**src/rtl/scan_csr_if.sv**
```systemverilog
// scan_csr_if: scan pins, CSR register interface and status flags of the scan master
interface scan_csr_if;
    logic        scan_en;
    logic        scan_in;
    logic        scan_out;
    logic        reg_wen;
    logic        reg_ren;
    logic [16:0] cr_wdata;
    logic [16:0] cr_rdata;
    logic [14:0] sr_rdata;
    logic        reg_ready;
    logic        busy;
    logic        rd_valid;
    logic        err_frame;
    logic        err_timeout;

    modport master (
        input  scan_en, scan_in, cr_rdata, sr_rdata, reg_ready,
        output scan_out, reg_wen, reg_ren, cr_wdata, busy, rd_valid, err_frame, err_timeout
    );

    modport slave (
        output scan_en, scan_in, cr_rdata, sr_rdata, reg_ready,
        input  scan_out, reg_wen, reg_ren, cr_wdata, busy, rd_valid, err_frame, err_timeout
    );
endinterface

```
**src/rtl/scan_csr_master.sv**
```systemverilog
// scan_csr_master: deserialises scan command frames into CSR writes/reads and scans read results back out
module scan_csr_master #(
    parameter int FRAME_LEN  = 18,
    parameter int RD_TIMEOUT = 8
) (
    input  logic       clk,
    input  logic       rst_n,
    scan_csr_if.master bus
);
    localparam int TW = $clog2(RD_TIMEOUT + 1);
    typedef enum logic [1:0] {IDLE, SHIFT, WR, RD} state_t;
    state_t               state, state_d;
    logic [FRAME_LEN-1:0] cmd;
    logic [31:0]          rsr;
    logic [5:0]           cnt;
    logic [TW-1:0]        tcnt;
    logic                 blocked;
    logic                 start, shift_en, good, bad, cap, tmo, ovr;

    assign bus.scan_out = rsr[31];

    always_comb begin
        state_d  = state;
        good     = 1'b0;
        bad      = 1'b0;
        cap      = 1'b0;
        tmo      = 1'b0;
        ovr      = bus.scan_en && (state == WR || state == RD);
        shift_en = bus.scan_en && (state == IDLE || state == SHIFT);
        start    = state == IDLE && bus.scan_en && !blocked;
        if (state == IDLE) begin
            state_d = start ? SHIFT : IDLE;
        end else if (state == SHIFT && !bus.scan_en) begin
            good    = cnt == 6'(FRAME_LEN);
            bad     = !good;
            state_d = bad ? IDLE : cmd[FRAME_LEN-1] ? WR : RD;
        end else if (state == WR) begin
            state_d = IDLE;
        end else if (state == RD) begin
            // a ready arriving on the last allowed cycle still counts as a capture
            cap     = bus.reg_ready;
            tmo     = !bus.reg_ready && tcnt == TW'(RD_TIMEOUT - 1);
            state_d = (cap || tmo) ? IDLE : RD;
        end
    end

    always_ff @(posedge clk or negedge rst_n) begin
        if (!rst_n) begin
            state           <= IDLE;
            cmd             <= '0;
            rsr             <= '0;
            cnt             <= '0;
            tcnt            <= '0;
            blocked         <= 1'b0;
            bus.reg_wen     <= 1'b0;
            bus.reg_ren     <= 1'b0;
            bus.busy        <= 1'b0;
            bus.rd_valid    <= 1'b0;
            bus.err_frame   <= 1'b0;
            bus.err_timeout <= 1'b0;
            bus.cr_wdata    <= '0;
        end else begin
            state       <= state_d;
            bus.busy    <= state_d != IDLE;
            bus.reg_wen <= state_d == WR;
            bus.reg_ren <= state_d == RD;
            if (start || (state == SHIFT && bus.scan_en))
                cmd <= {cmd[FRAME_LEN-2:0], bus.scan_in};
            cnt  <= start ? 6'd1 : (state == SHIFT && bus.scan_en && cnt != 6'd63) ? cnt + 6'd1 : cnt;
            tcnt <= (state == RD) ? tcnt + 1'b1 : '0;
            // bits arriving during an access stay ignored until scan_en is seen low in IDLE
            blocked         <= ovr ? 1'b1 : (state == IDLE && !bus.scan_en) ? 1'b0 : blocked;
            bus.err_frame   <= (bad || ovr) ? 1'b1 : good ? 1'b0 : bus.err_frame;
            bus.err_timeout <= cap ? 1'b0 : tmo ? 1'b1 : bus.err_timeout;
            if (good)
                bus.cr_wdata <= cmd[FRAME_LEN-2:0];
            rsr <= cap ? {bus.sr_rdata, bus.cr_rdata} : tmo ? '1 : (state == WR) ? '0 :
                   shift_en ? {rsr[30:0], 1'b0} : rsr;
            bus.rd_valid <= cap ? 1'b1 : (tmo || state == WR || shift_en) ? 1'b0 : bus.rd_valid;
        end
    end
endmodule

```
**src/flat_wrapper.sv**
```systemverilog
// flat-port wrapper written by rule: the top's interface ports become plain ports
module scan_csr_master_flat 
#(
    parameter int FRAME_LEN  = 18,
    parameter int RD_TIMEOUT = 8
)
  (clk, rst_n, bus_scan_en, bus_scan_in, bus_cr_rdata, bus_sr_rdata, bus_reg_ready, bus_scan_out, bus_reg_wen, bus_reg_ren, bus_cr_wdata, bus_busy, bus_rd_valid, bus_err_frame, bus_err_timeout);
  scan_csr_if bus_i ();
  input  logic clk;
  input  logic rst_n;
  input wire logic [$bits(bus_i.scan_en)-1:0] bus_scan_en;
  input wire logic [$bits(bus_i.scan_in)-1:0] bus_scan_in;
  input wire logic [$bits(bus_i.cr_rdata)-1:0] bus_cr_rdata;
  input wire logic [$bits(bus_i.sr_rdata)-1:0] bus_sr_rdata;
  input wire logic [$bits(bus_i.reg_ready)-1:0] bus_reg_ready;
  output wire logic [$bits(bus_i.scan_out)-1:0] bus_scan_out;
  output wire logic [$bits(bus_i.reg_wen)-1:0] bus_reg_wen;
  output wire logic [$bits(bus_i.reg_ren)-1:0] bus_reg_ren;
  output wire logic [$bits(bus_i.cr_wdata)-1:0] bus_cr_wdata;
  output wire logic [$bits(bus_i.busy)-1:0] bus_busy;
  output wire logic [$bits(bus_i.rd_valid)-1:0] bus_rd_valid;
  output wire logic [$bits(bus_i.err_frame)-1:0] bus_err_frame;
  output wire logic [$bits(bus_i.err_timeout)-1:0] bus_err_timeout;
  assign bus_i.scan_en = bus_scan_en;
  assign bus_i.scan_in = bus_scan_in;
  assign bus_i.cr_rdata = bus_cr_rdata;
  assign bus_i.sr_rdata = bus_sr_rdata;
  assign bus_i.reg_ready = bus_reg_ready;
  assign bus_scan_out = bus_i.scan_out;
  assign bus_reg_wen = bus_i.reg_wen;
  assign bus_reg_ren = bus_i.reg_ren;
  assign bus_cr_wdata = bus_i.cr_wdata;
  assign bus_busy = bus_i.busy;
  assign bus_rd_valid = bus_i.rd_valid;
  assign bus_err_frame = bus_i.err_frame;
  assign bus_err_timeout = bus_i.err_timeout;
  scan_csr_master #(.FRAME_LEN(FRAME_LEN), .RD_TIMEOUT(RD_TIMEOUT)) u_core (.clk(clk), .rst_n(rst_n), .bus(bus_i));
endmodule
```
**config.mk**
```make
export PLATFORM = sky130hd
export DESIGN_NAME = scan_csr_master_flat
export DESIGN_NICKNAME = d
export VERILOG_FILES = /design/src/rtl/scan_csr_if.sv /design/src/rtl/scan_csr_master.sv /design/src/flat_wrapper.sv
export SDC_FILE = /design/constraint.sdc
export NUM_CORES = 1
export LEC_CHECK = 0
export ABC_CLOCK_PERIOD_IN_PS = 5400
export CORE_ASPECT_RATIO = 0.7
export CORE_UTILIZATION = 48
export CTS_BUF_LIST = sky130_fd_sc_hd__clkbuf_2 sky130_fd_sc_hd__clkbuf_4 sky130_fd_sc_hd__clkbuf_8
export CTS_CLUSTER_SIZE = 28
export DETAILED_ROUTE_END_ITERATION = 16
export PLACE_DENSITY = 0.73
export SKIP_LAST_GASP = 1
export SYNTH_ARGS = -nofsm -noshare
export SYNTH_HDL_FRONTEND = slang
export SYNTH_SLANG_ARGS = --single-unit
```
**constraint.sdc**
```tcl
create_clock -name clk -period 5.4 [get_ports clk]
set_clock_uncertainty 0.2 [all_clocks]
set_input_delay 1.35 -clock clk [delete_from_list [all_inputs] [get_ports clk]]
set_output_delay 1.35 -clock clk [all_outputs]
set_load 0.02 [all_outputs]
```
==> flow_metrics.env <==
export IMPL_holdPathEnd="u_core.tcnt[0]$_DFF_PN0_"
export IMPL_r2r_start="u_core.state[0]$_DFF_PN0_"
export IMPL_p_sw_w=0.000388
export IMPL_cp_slowest_cell="a21oi_2"
export IMPL_hpwl_um=4860
export IMPL_fin_area_um2=4680
export IMPL_die_w_um=109
export IMPL_cp_start_kind="input pin"
export IMPL_p_leak_nw=2.07
export IMPL_clkPwrFrac=0.324
export IMPL_min_path_cells=1
export IMPL_synth_edff_count=0
export IMPL_wire_per_inst_um=15.0
export IMPL_clock_sinks=86
export IMPL_maxSlewHeadroom=0.169
export IMPL_fmax_ghz=0.289
export IMPL_grt_pass1_vias=2586
export IMPL_final_common_cell="dfrtp_1"
export IMPL_layout_common_cells="dfrtp_1, clkdlybuf4s50_1, inv_1"
export IMPL_drv_slew=0
export IMPL_grt_max_degree=87
export IMPL_synth_flop_cell="dfrtp_1"
export IMPL_p_per_area_nw_per_um2=305
export IMPL_numPortBuffers=60
export IMPL_power_internal_w=0.00104
export IMPL_path_buf_inv=1
export IMPL_yosysSeqAreaShare=0.559
export IMPL_rrSetupSlack_ns=2.85
export IMPL_area_delta_synth_final_pct=21.6
export IMPL_ys_ff_latch=86
export IMPL_cap_viol_max_count=0
export IMPL_holdBufCountCts=0
export IMPL_layout_drive_gt1_share=0.157
export IMPL_hold_class="reg2reg"
export IMPL_cp_top_family="compound AO/OA/AOI/OAI gates"
export IMPL_cts_buffers=9
export IMPL_swShare=0.272
export IMPL_worst_pin_slew_ns=1.25
export IMPL_power_frac_comb=0.122
export IMPL_ys_warn_count=0
export IMPL_clk_latency_ns=0.36
export IMPL_htreeDepth=3
export IMPL_place_congestion=0.850
export IMPL_overflow=0
export IMPL_ant_nets=0
export IMPL_crit_chain="clkdlybuf4s50_1 > nand2b_1 > a21oi_2 > mux2_2"
export IMPL_hold_viol=0
export IMPL_async_flop_share=1.00
export IMPL_critPathRequiredTime_ns=5.45
export IMPL_clk_pin_slew_ns=0.09
export IMPL_drt_first_pass_iters=4
export IMPL_diodes=0
export IMPL_final_setup_viol_count=0
export IMPL_rows=26
export IMPL_crit_fanout=21
export IMPL_startpoint="bus_scan_en"
export IMPL_dp_cells=483
export IMPL_cts_setup_buffers=0
export IMPL_status="complete, no violations"
export IMPL_dr_first_iter_drc_count=183
export IMPL_rr_worst_depth=3
export IMPL_critPathKind="in2reg"
export IMPL_pin_count=61
export IMPL_min_from="u_core.tcnt[0]$_DFF_PN0_"
export IMPL_yosysUniqueCellTypes=46
export IMPL_core_area_um2=7510
export IMPL_avgSynthCellArea_um2=11.2
export IMPL_dieArea_um2=8390
export IMPL_clockBufferDepth=2
export IMPL_rsz0062_at_grt="no"
export IMPL_worst_ir_drop_vdd_v=0.000149
export IMPL_antenna_found_initial=0
export IMPL_p_seq_frac=0.553
export IMPL_nNetsFinal=436
export IMPL_layout_cells_non_filler=499
export IMPL_netlist_area_um2=3850
export IMPL_avgViaCountPerCell=5.37
export IMPL_start_util=0.513
export IMPL_crit_path_max_incr_delay_ns=0.88
export IMPL_track_usage=0.198
export IMPL_synth_nets=384
export IMPL_cts_root_buf="clkbuf_8"
export IMPL_tritoncts="done"
export IMPL_fin_crit_ns=3.46
export IMPL_syn_inst=344
export IMPL_endpoint_kind="flip-flop"
export IMPL_vias=2680
export IMPL_place_area_um2=4480
export IMPL_finalCritPeriodShare=0.641
export IMPL_wirelength_um=7460
export IMPL_grt_pass1_wl_um=12800
export IMPL_die_h_um=77.0
export IMPL_remaining_drc_errors=0
export IMPL_n_fill_cell=630
export IMPL_timing_rr_end="u_core.cmd[17]$_DFFE_PN0P_"
export IMPL_final_setup_tns_ns=0
export IMPL_cts_resized=0
export IMPL_cp_arrival_ns=3.51
## cells in the mapped netlist (2+ instances only)
cell type,number,area share
nor3_1,4,0.0052
clkbuf_1,10,0.0097
mux2_2,21,0.061
or4_1,2,0.0039
buf_4,3,0.0058
and3_1,2,0.0032
nor2b_1,2,0.0032
and2_1,2,0.0032
o21ai_0,3,0.0039
buf_6,2,0.0058
ha_1,3,0.0097
buf_2,5,0.0065
nor2_1,35,0.034
dfrtp_1,86,0.56
o221ai_1,34,0.077
nand2_1,36,0.035
nor4_1,2,0.0032
a21oi_1,9,0.012
nand2b_1,2,0.0032
mux2_4,14,0.055
inv_1,39,0.038
nand4_1,2,0.0032
nand3_1,3,0.0039
## routing by layer
metal,share of wire,wire (um),GRT usage,vias to the layer above
met5,0,0,0,-
met4,0.0059,44,0.0486,0
met3,0.044,331,0.0629,4
met2,0.46,3420,0.284,53
met1,0.49,3670,0.289,1316
li1,-,-,-,1307
## cell families after synthesis
kind of cell               share of synthesized area
AOI/OAI and AO/OA                              0.119
xor gates and xnor gates                     0.00455
adders and majority gates                    0.00974
buffers and inverters                         0.0659
DFF                                            0.559
muxes                                          0.116
and+or+nand+nor                                0.126
## sequential cells by signal, indices dropped and copies added, names as in the netlist
| name | flops |
|---|---|
| u_core.blocked | 1 |
| u_core.bus.reg_ren | 1 |
| u_core.cnt | 6 |
| u_core.state | 2 |
| u_core.bus.err_frame | 1 |
| u_core.cmd | 18 |
| u_core.bus.rd_valid | 1 |
| u_core.tcnt | 4 |
| u_core.bus.busy | 1 |
| u_core.rsr | 32 |
| u_core.bus.cr_wdata | 17 |
| u_core.bus.err_timeout | 1 |
| u_core.bus.reg_wen | 1 |
## power groups by stage
stage | sequential, W | combinational, W | clock (W)
final | 0.000791 | 0.000175 | 0.000464
after global routing | 0.000804 | 0.000195 | 0.000505
after CTS | 0.000789 | 0.000178 | 0.000474
after detailed placement | 0.000802 | 0.000177 | 0
after global placement | 0.000798 | 0.000170 | 0
after floorplan | 0.000782 | 0.000113 | 0
## final cells by class
cell class	instances	area, um^2	area share
repair buffers	61	606	0.129
clock inverters	7	81.3	0.0174
flip-flops and latches	86	2150	0.459
clock buffers	9	124	0.0264
multi-input cells	199	1450	0.310
inverters	39	146	0.0312
well taps	98	123	0.0262
## worst max-delay path by stage
stage | to | slack, ns | cells past startpoint
3_3_place_gp | u_core.cmd[9]$_DFFE_PN0P_ | 1.65 | 4
3_5_place_dp | u_core.cmd[12]$_DFFE_PN0P_ | 1.53 | 4
2_1_floorplan | u_core.cmd[17]$_DFFE_PN0P_ | 2.89 | 5
4_1_cts | u_core.cmd[17]$_DFFE_PN0P_ | 1.93 | 4
5_1_grt | u_core.cmd[0]$_DFFE_PN0P_ | 1.76 | 4
6_report | u_core.cmd[17]$_DFFE_PN0P_ | 1.94 | 4
## through the flow
| step | total power (W) | hold slack [ns] | worst slack, ns | util |
|---|---|---|---|---|
| finish | 0.00143 | 0.263 | 1.94 | 0.623 |
| global route | 0.00150 | 0.302 | 1.76 | 0.623 |
| CTS | 0.00144 | 0.268 | 1.93 | 0.623 |
| detailed placement | 0.000980 | 0.259 | 1.53 | 0.596 |
| global placement | 0.000968 | 0.250 | 1.65 | 0.596 |
| floorplan | 0.000896 | 0.233 | 2.89 | - |
## worst reg2reg max path, stage by stage, from the launching register on
cell     delay [ns]
dfrtp_1        0.68
inv_1          0.23
a21oi_2        0.90
mux2_2         0.43
Note: power is estimated with default switching activity, not from simulation.
